<file path="config.mk">
export PLATFORM = sky130hd
export DESIGN_NAME = div_unit
export DESIGN_NICKNAME = d
export VERILOG_FILES = /design/src/rtl/div_unit.sv
export SDC_FILE = /design/constraint.sdc
export NUM_CORES = 1
export LEC_CHECK = 0
export BUFFER_PORTS_ARGS = -buffer_cell sky130_fd_sc_hd__buf_4
export CAP_MARGIN = 20
export CORE_MARGIN = 2
export CORE_UTILIZATION = 50
export CTS_CLUSTER_SIZE = 24
export DETAILED_ROUTE_END_ITERATION = 7
export GPL_TIMING_DRIVEN = 0
export PLACE_DENSITY = 0.8
export SYNTH_ARGS = -nofsm -noshare
export SYNTH_HDL_FRONTEND = slang
export SYNTH_SLANG_ARGS = --single-unit
export TNS_END_PERCENT = 1
</file>
<file path="constraint.sdc">
create_clock -name clk -period 4.4 [get_ports clk]
set_input_delay 1.1 -clock clk [delete_from_list [all_inputs] [get_ports clk]]
set_output_delay 1.1 -clock clk [all_outputs]
set_load 0.1 [all_outputs]
</file>
<file path="src/rtl/div_unit.sv">
// Multi-cycle radix-2 restoring divider for DIV/DIVU: 32 iterations on operand
// magnitudes, then a one-cycle DONE with {remainder, quotient} and a ready pulse.
module div_unit #(
  parameter logic [4:0] DIV_CONTROL  = 5'b11010,
  parameter logic [4:0] DIVU_CONTROL = 5'b11011
) (
  input  logic        clk,
  input  logic        rst,
  input  logic [4:0]  alucontrol,
  input  logic [31:0] a,
  input  logic [31:0] b,
  input  logic        annul,
  output logic        div_stall,
  output logic        div_ready,
  output logic [63:0] div_result
);

  typedef enum logic [1:0] {IDLE, CALC, DONE} state_t;

  state_t      r_state;
  logic [5:0]  r_cnt;
  logic [31:0] r_rem;
  logic [31:0] r_quot;
  logic [31:0] r_div;
  logic [31:0] r_a;
  logic        r_neg_q;
  logic        r_neg_r;
  logic        r_ready;
  logic [63:0] r_result;

  logic        w_start;
  logic        w_signed;
  logic [31:0] w_a_mag;
  logic [31:0] w_b_mag;
  logic [32:0] w_shift;
  logic [32:0] w_diff;
  logic        w_ge;
  logic [31:0] w_rem_nx;
  logic [31:0] w_quot_nx;
  logic [31:0] w_q_fix;
  logic [31:0] w_r_fix;
  logic [63:0] w_final;

  assign w_start  = (alucontrol == DIV_CONTROL) || (alucontrol == DIVU_CONTROL);
  assign w_signed = (alucontrol == DIV_CONTROL);
  assign w_a_mag  = (w_signed && a[31]) ? (32'd0 - a) : a;
  assign w_b_mag  = (w_signed && b[31]) ? (32'd0 - b) : b;

  // Partial remainder stays below the divisor, so bit 32 of the difference is
  // a reliable borrow flag whenever the divisor is non-zero.
  assign w_shift   = {r_rem, r_quot[31]};
  assign w_diff    = w_shift - {1'b0, r_div};
  assign w_ge      = ~w_diff[32];
  assign w_rem_nx  = w_ge ? w_diff[31:0] : w_shift[31:0];
  assign w_quot_nx = {r_quot[30:0], w_ge};

  assign w_q_fix = r_neg_q ? (32'd0 - w_quot_nx) : w_quot_nx;
  assign w_r_fix = r_neg_r ? (32'd0 - w_rem_nx) : w_rem_nx;
  assign w_final = (r_div == '0) ? {r_a, 32'hFFFF_FFFF} : {w_r_fix, w_q_fix};

  always_ff @(posedge clk) begin
    if (rst) begin
      r_state  <= IDLE;
      r_cnt    <= '0;
      r_rem    <= '0;
      r_quot   <= '0;
      r_div    <= '0;
      r_a      <= '0;
      r_neg_q  <= 1'b0;
      r_neg_r  <= 1'b0;
      r_ready  <= 1'b0;
      r_result <= '0;
    end else if (annul) begin
      r_state <= IDLE;
      r_cnt   <= '0;
      r_ready <= 1'b0;
    end else begin
      case (r_state)
        IDLE: begin
          r_ready <= 1'b0;
          if (w_start) begin
            r_rem   <= '0;
            r_quot  <= w_a_mag;
            r_div   <= w_b_mag;
            r_a     <= a;
            r_neg_q <= w_signed && (a[31] ^ b[31]);
            r_neg_r <= w_signed && a[31];
            r_cnt   <= '0;
            r_state <= CALC;
          end
        end
        CALC: begin
          r_rem  <= w_rem_nx;
          r_quot <= w_quot_nx;
          r_cnt  <= r_cnt + 6'd1;
          if (r_cnt == 6'd31) begin
            r_result <= w_final;
            r_ready  <= 1'b1;
            r_state  <= DONE;
          end
        end
        DONE: begin
          r_ready <= 1'b0;
          r_state <= IDLE;
        end
        default: begin
          r_ready <= 1'b0;
          r_state <= IDLE;
        end
      endcase
    end
  end

  always_comb begin
    div_stall = 1'b0;
    if (!annul) begin
      case (r_state)
        IDLE:    div_stall = w_start;
        CALC:    div_stall = 1'b1;
        default: div_stall = 1'b0;
      endcase
    end
  end

  assign div_ready  = r_ready;
  assign div_result = r_result;

endmodule

</file>
==> flow_metrics.tcl <==
set metrics [dict create \
    status "complete, but fails checks" \
    violations "DRC, setup timing" \
    arrival_ns 5.07 \
    synth_compound_area_share_pct 28.0 \
    hold_depth 1 \
    p_per_area_nw_per_um2 343 \
    yosys.area.top_type "dfxtp_1" \
    hold_violations 0 \
    crit_slowest_cell "dfxtp_1" \
    io_pins 138 \
    synthDistinctLibCells 88 \
    die_height_um 166 \
    setup.worst_path.start "r_rem[14]$_SDFFE_PP0P_" \
    die_area_um2 27500 \
    netlist_instances 1741 \
    critical_path_class "flop to flop" \
    path_max_fanout 10 \
    grt.total_usage_pct 33.1 \
    cts_buffer_depth 3 \
    final_layout_size_suffix_gt1_share_pct 16.0 \
    synth_xor_area_share_pct 8.56 \
    cts_buffers 23 \
    die_w_um 166 \
    hp-start "div_ready$_SDFFE_PP0N_" \
    power_frac_seq_pct 34.2 \
    power.switching_w 0.00190 \
    worst_setup_path_end_kind "flop" \
    coreArea_um2 25900 \
    swShare_pct 34.6 \
    cts_tree "done" \
    synth_fa_ha_area_share_pct 3.69 \
    internal_power_w 0.00358 \
    slew_headroom_pct 26.6 \
    ys_async_sr_fraction_pct 0 \
    p_comb_share_pct 30.1 \
    min_path_type "flop to flop" \
    dp_hpwl_um 36300 \
    p_leak_nw 6.09 \
    initial_core_util_pct 50.5 \
    synth_top_area_share_pct 31.0 \
    clock_power_share_pct 35.7 \
    r2r_start "r_rem[14]$_SDFFE_PP0P_" \
    cts_htree_levels 1 \
    synth-edff-count 0 \
    rsz0062_at_grt "yes" \
    fin_nets 2040 \
    avgSynthCellArea_um2 7.52 \
    synth-seq-area-share_pct 31.0 \
    setup_viol 9 \
    grt_pass1_vias 13300 \
    synthFlopType "dfxtp_1" \
    synthMuxAreaShare_pct 2.17 \
    holdWs_ns 0.459 \
    grt_max_degree 19 \
    crit_chain "ha_1, buf_2, a21oi_1, o21ai_1, a21oi_2, a211oi_4, o21a_1, nor2_4, buf_12, buf_12, mux2i_4, ha_4, buf_4, nand3b_1, o32a_4, buf_4, o41ai_2, xor2_1, nand2_1, a31oi_1" \
    gr-total-overflow 0 \
    finClkSkew_ns 0.0158 \
    drv_slew 0 \
    setup_ws_ns -0.206 \
    slowest_delay_ns 0.47 \
    ant_nets 0 \
    diodes 0 \
    r2r_cells 20 \
    ir_drop_mv 0.252 \
    grt_pass1_wl_um 73600 \
    mappedNetlistNets 1851 \
    fin_crit_ns 4.61 \
    route.detailed.drc 1 \
    cts_sinks 203 \
    clk_latency_ns 0.54 \
    syn_area_um2 13100 \
    cts_root_buffer "clkbuf_16" \
    place_congestion 0.981 \
    cap_violations 0 \
    routed_via_density 6.38 \
    yosysMostFrequentCell "dfxtp_1" \
    syn2layout_area_growth_pct 21.9 \
    n_fill_cell 2224 \
    dr.first_iter.drc_count 1563 \
    finalWirelength_um 47900 \
    vias 14600 \
    antenna_found_initial 0 \
    num_rows 59 \
    synthTopCellsByCount "203 x dfxtp_1, 197 x nand2_1, 181 x nor2_1" \
    worst_slew_pin_slew_ns 1.09 \
    wl_per_cell_um 21.0 \
    synthTopCellsByArea "dfxtp_1 31%, a21oi_1 6.8%, nand2_1 5.6%" \
    startpoint_type "flop" \
    fin_util_pct 61.6 \
    synth_top_family_by_area "compound AO/OA/AOI/OAI gates" \
    port_buffers 136 \
    drt-pass1-iter-count 8 \
    synthSimpleGateAreaFrac_pct 21.3 \
    max_freq_ghz 0.217 \
    cts.reportedPaths.clkPinSlew_ns 0.06 \
    ys_seq_elements 203 \
    crit_required_ns 4.87 \
    yosys_warnings 0 \
    period_share_pct 105 \
]
final timing paths:
| path | endpoint | slack [ns] |
|---|---|---|
| worst min-delay path | div_ready$_SDFFE_PP0N_ | 0.46 |
| worst max-delay path | div_result[54]$_SDFFE_PP0P_ | -0.21 |
| worst max register to register | div_result[54]$_SDFFE_PP0P_ | -0.21 |
| worst min register to register | div_ready$_SDFFE_PP0N_ | 0.46 |
what timing repair did:
action,CTS,global route
hold buffers,0,0
gates resized for setup,56,43
buffers inserted,23,5
cloned,0,0
endpoints found under the setup margin,34,24
pin swaps,21,24
routing by layer:
layer  track usage [%]  share of wire [%]  routed length (µm)
met5                 0                  0                   0
met1              46.8                 42               20300
met4              12.5                3.8                1810
met2              49.4                 42               20300
met3              7.13                 11                5390
cell families after synthesis:
logic type	count (synthesis)
AOI/OAI and AO/OA	577
muxes	28
DFF	203
adders and majority gates	38
and+or+nand+nor	597
buffers and inverters	170
xor gates and xnor gates	128
metrics by stage:
| stage | setup TNS, ns | std cells | power, W | instance area, µm² | setup slack (ns) |
|---|---|---|---|---|---|
| floorplan | -0.148 | 1741 | 0.00283 | 13100 | -0.106 |
| global placement | -15.71 | 2212 | 0.00327 | 14600 | -1.27 |
| detailed placement | -16.80 | 2213 | 0.00328 | 14600 | -1.30 |
| CTS | -1.27 | 2275 | 0.00535 | 15700 | -0.262 |
| global route | -2.48 | 2281 | 0.00563 | 16000 | -0.312 |
| finish | -0.984 | 2281 | 0.00548 | 16000 | -0.206 |
registers in the layout, summed over array words and instances, names as in the netlist, 2 cells and up:
register / cells
r_cnt: 6
div_result: 64
r_state: 2
r_div: 32
r_rem: 32
r_a: 32
r_quot: 32
layout make-up:
| cell class | instances | area [µm²] | area share [%] |
|---|---|---|---|
| repair buffers | 166 | 1240 | 7.80 |
| flip-flops and latches | 203 | 4080 | 25.5 |
| clock buffers | 35 | 681 | 4.26 |
| plain buffers | 111 | 553 | 3.46 |
| well taps | 335 | 419 | 2.63 |
| clock inverters | 6 | 73.8 | 0.462 |
| inverters | 57 | 219 | 1.37 |
| multi-input cells | 1368 | 8700 | 54.5 |
power groups by stage:
stage	Combinational, W	Sequential [W]	Clock, W
finish	0.00165	0.00187	0.00196
global route	0.00173	0.00187	0.00202
CTS	0.00154	0.00187	0.00194
detailed placement	0.00137	0.00191	0
global placement	0.00136	0.00191	0
floorplan	0.000927	0.00191	0
cell usage in the layout (no fill, tap or decap), types with 23 or more instances in the layout:
master	count
a21oi_1	173
ha_1	26
nand2_1	193
buf_4	167
a31oi_1	30
xnor2_1	43
clkbuf_1	92
clkbuf_16	23
nand3_1	25
or3_1	27
xor2_1	84
mux2i_1	24
dfxtp_1	196
a211oi_1	61
nor3_1	47
nor2_1	178
nor4_1	24
o21ai_0	136
inv_1	51
critical path: cells and delay by family, from the launching register on:
family	cells	cell delay, ns
simple gates	3	0.42
xor+xnor	1	0.26
fa+ha+maj	2	0.46
mux	1	0.26
compound gates	8	1.96
flops	1	0.47
buf+inv	5	0.72
(Power assumes the default switching activity.)
